## src/rtl/logic_unit_arbiter.sv

```systemverilog
// Round-robin arbiter sharing one registered bitwise logic unit (NOT/AND/OR/XOR)
// among N_REQ requesters; each grant performs one operation and tags it with the requester index.
module logic_unit_arbiter #(
    parameter int N_REQ = 4,
    parameter int WIDTH = 8,
    parameter int CNT_W = 16
) (
    input  logic                       clk,
    input  logic                       rst_n,
    input  logic                       en,
    input  logic [N_REQ-1:0]           req,
    input  logic [2*N_REQ-1:0]         op,
    input  logic [WIDTH*N_REQ-1:0]     a,
    input  logic [WIDTH*N_REQ-1:0]     b,
    output logic [N_REQ-1:0]           gnt,
    output logic                       y_valid,
    output logic [WIDTH-1:0]           y,
    output logic [$clog2(N_REQ)-1:0]   y_id,
    output logic [CNT_W-1:0]           ops_done
);

    localparam int ID_W = $clog2(N_REQ);

    logic [ID_W-1:0]  ptr;
    logic [ID_W-1:0]  ptr_next;
    logic [ID_W-1:0]  sel;
    logic [ID_W-1:0]  idx;
    logic [N_REQ-1:0] eligible;
    logic             found;
    logic             grant_ok;
    logic [1:0]       op_sel;
    logic [WIDTH-1:0] a_sel;
    logic [WIDTH-1:0] b_sel;
    logic [WIDTH-1:0] y_next;

    // Masking the current grant keeps one level request from being served twice.
    always_comb begin
        eligible = req & ~gnt;
        found    = 1'b0;
        sel      = '0;
        idx      = '0;
        for (int k = 0; k < N_REQ; k++) begin
            idx = ID_W'((int'(ptr) + k) % N_REQ);
            if (!found && eligible[idx]) begin
                found = 1'b1;
                sel   = idx;
            end
        end
    end

    assign grant_ok = en && found;
    assign ptr_next = (sel == ID_W'(N_REQ - 1)) ? '0 : sel + ID_W'(1);

    always_comb begin
        op_sel = op[int'(sel)*2 +: 2];
        a_sel  = a[int'(sel)*WIDTH +: WIDTH];
        b_sel  = b[int'(sel)*WIDTH +: WIDTH];
        unique case (op_sel)
            2'b00:   y_next = ~a_sel;
            2'b01:   y_next = a_sel & b_sel;
            2'b10:   y_next = a_sel | b_sel;
            default: y_next = a_sel ^ b_sel;
        endcase
    end

    always_ff @(posedge clk) begin
        if (!rst_n) begin
            gnt      <= '0;
            y_valid  <= 1'b0;
            y        <= '0;
            y_id     <= '0;
            ptr      <= '0;
            ops_done <= '0;
        end else if (grant_ok) begin
            gnt      <= N_REQ'(1) << sel;
            y_valid  <= 1'b1;
            y        <= y_next;
            y_id     <= sel;
            ptr      <= ptr_next;
            ops_done <= ops_done + CNT_W'(1);
        end else begin
            gnt     <= '0;
            y_valid <= 1'b0;
        end
    end

endmodule

```

## config.mk

```make
export PLATFORM = sky130hd
export DESIGN_NAME = logic_unit_arbiter
export DESIGN_NICKNAME = d
export VERILOG_FILES = /design/src/rtl/logic_unit_arbiter.sv
export SDC_FILE = /design/constraint.sdc
export NUM_CORES = 1
export LEC_CHECK = 0
export BUFFER_PORTS_ARGS = -buffer_cell sky130_fd_sc_hd__clkbuf_2
export CAP_MARGIN = 10
export CORE_ASPECT_RATIO = 0.5
export CORE_MARGIN = 5
export CORE_UTILIZATION = 40
export CTS_CLUSTER_SIZE = 16
export DETAILED_ROUTE_END_ITERATION = 8
export GPL_ROUTABILITY_DRIVEN = 0
export PLACE_DENSITY_LB_ADDON = 0.15
export SYNTH_ARGS = -nofsm -noshare
export SYNTH_HDL_FRONTEND = slang
export SYNTH_SLANG_ARGS = --single-unit
```

## constraint.sdc

```tcl
create_clock -name clk -period 2.7 [get_ports clk]
set_input_delay 0.135 -clock clk [delete_from_list [all_inputs] [get_ports clk]]
set_output_delay 0.135 -clock clk [all_outputs]
set_load 0.02 [all_outputs]
```

==> impl_metrics.toml <==
[floorplan]
initial_core_util_pct = 41.0
pin_count = 110
rows = 22
die_h_um = 71.2
design.die.area_um2 = 9420
core_um2 = 7290
die_w_um = 132

[placed_design]
hpwlAfterDp_mm = 7.46
numPlacedInstances = 606
portBuffers = 109

[timing]
timing.final.crit_share_pct = 92.5
setup-tns-final_ps = 0
report.final.slew_viol_count = 0
worstMarginPinSlew_ps = 572
setup_viol = 0
rsz0062_at_grt = "no"
fmax_mhz = 400
slew_headroom_pct = 61.1
skew_ps = 4.82
fin_crit_ps = 2500
final_hold_viol_count = 0

[worst_setup_path]
ff2ff_path_depth = 8
required_ps = 2860
critPathArrivalTime_ps = 2660
path_class = "reg -> reg"
endpoint_kind = "flop"
crit_path_start_kind = "flop"
crit_path_max_fanout = 15

[detailed_routing]
wirelength_mm = 9.89
detail_route.iter0.violations = 315
routedWlPerCell_um = 16.1
routed_via_density = 5.65
vias = 3472
drtPass1Iterations = 5
final_antenna_net_count = 0
drc = 0

[clock_network]
cts-buffers-inserted = 5
tritoncts = "yes"
postCtsHoldBufs = 0
clk_pin_slew_ps = 60
ctsLongestPathBuffers = 2
clk_latency_ps = 280
cts_num_sinks = 33
h-tree-depth = 2
postCtsSetupBuffers = 0
root_buffer = "clkbuf_16"

[yosys]
synth_edf_count = 0
synth_nets = 497
seq_area_frac_synth_pct = 22.1
yosys_warnings = 0
synth_top_area_share_pct = 22.1
async_flop_share_pct = 0
synth.cell_area_um2 = 2990
synth_seq_cells = 33
synthCells = 408
synth_area_leader_cell = "dfxtp_1"
synth-main-ff-cell = "dfxtp_1"
synth.distinct_cells = 58
post_synth.cell_area_avg_um2 = 7.34
yosys-top-cells-area = "dfxtp_1 (22%), nand2_1 (11%), nor3_1 (7.4%), ha_1 (4.2%), mux2i_1 (4.0%)"

[global_route]
track_usage_pct = 20.6
gr-total-overflow = 0
grt_pass1_vias = 3282
grt_max_degree = 39
grt_pass1_wl_mm = 16.3
antenna_found_initial = 0

[layout]
fin_nets = 606
fin_util_pct = 53.0
antenna_cells = 0
multi_input_area_um2 = 2190
final_layout_size_suffix_gt1_share_pct = 28.8
final_common_cell = "clkbuf_2"
final_cell_mix = "clkbuf_2 (109), nand2_1 (86), nor3_1 (44)"
instances_no_fill = 614
fillers = 715
regArea_um2 = 661
synthToLayoutAreaGrowth_pct = 29.2

[power_and_ir_drop]
ir_drop_v = 0.000324
p_per_area_nw_per_um2 = 564
leakagePower_nw = 1.83

[min_path]
whs_path_depth = 2
hp-class = "in -> reg"

[outcome]
status = "finished clean"

[flow_run]
maxCapViolCount = 0
==> cell usage after synthesis, types with 7 or more instances <==
| master | count |
|---|---|
| ha_1 | 10 |
| mux2i_1 | 12 |
| nand2_1 | 86 |
| a211oi_1 | 9 |
| and3_1 | 19 |
| buf_2 | 12 |
| nand3_1 | 9 |
| nor2b_1 | 7 |
| o21ai_1 | 7 |
| o211a_1 | 7 |
| xnor2_1 | 12 |
| nor3_1 | 44 |
| o31ai_1 | 7 |
| clkbuf_1 | 7 |
| inv_1 | 10 |
| and2_1 | 15 |
| dfxtp_1 | 33 |
| a31oi_1 | 16 |
| o32ai_1 | 7 |
==> critical path: stages, from the launching register on <==
cell and delay [ps]:
dfxtp_1 400, nand3b_1 180, a311o_1 430, nand2_2 260
buf_4 230, a31oi_1 50, a32o_2 350, o32ai_1 370
o31ai_1 100
==> worst paths after layout <==
check | slack, ps | to | start
setup / recovery | 200 | y[7] | ptr[1]
setup reg to reg | 200 | y[7] | ptr[1]
hold / removal | 330 | ptr[1] | rst_n
hold reg to reg | 450 | y[2] | y[2]
==> state kept, by name (all words and copies together), names as in the netlist <==
| name | cells |
|---|---|
| ptr | 2 |
| y_id | 2 |
| gnt | 4 |
| ops_done | 16 |
| y_valid | 1 |
| y | 8 |
==> layout make-up <==
cell class / instances / share of cell area, %
flip-flops and latches: 33 / 17.1
inverters: 11 / 1.07
clock buffers: 5 / 3.23
well taps: 96 / 3.10
multi-input cells: 339 / 56.5
repair buffers: 127 / 18.6
clock inverters: 3 / 0.453
==> routing by layer <==
metal,up-vias,GRT usage [%],routed length [µm]
li1,1732,-,-
met1,1617,28.4,4800
met2,113,33.9,4440
met3,10,4.62,586
met4,0,3.27,71
met5,-,0,0
==> stage by stage <==
stage               hold slack, ps  instance area, µm²  setup slack (ps)  power, mW
floorplan                      420                2990               100       1.28
finish                         327                3870               202       2.18
detailed placement             442                3720               134       1.62
CTS                            336                3860               117       2.19
global placement               441                3720               196       1.62
global route                   351                3870              14.9       2.33
==> power by group <==
| group | leakage, nW | internal, mW | switching, mW | total, mW |
|---|---|---|---|---|
| Combinational | 1.50 | 0.450 | 0.616 | 1.07 |
| Clock | 0.0696 | 0.338 | 0.218 | 0.556 |
| Sequential | 0.269 | 0.529 | 0.0306 | 0.559 |
| Total | 1.83 | 1.32 | 0.865 | 2.18 |
==> cell families after synthesis <==
kind of cell,Yosys count,synth area share (%)
adders and majority gates,10,4.18
and+or+nand+nor,212,35.6
AOI/OAI and AO/OA,90,23.8
xor gates and xnor gates,14,4.10
buffers and inverters,36,5.77
DFF,33,22.1
muxes,13,4.47
==> repair_timing <==
item | 4_1_cts | 5_1_grt
resized for setup | 0 | 1
hold endpoints to repair | 0 | 0
setup endpoints to repair | 0 | 5
Note: power is estimated with default switching activity, not from simulation.
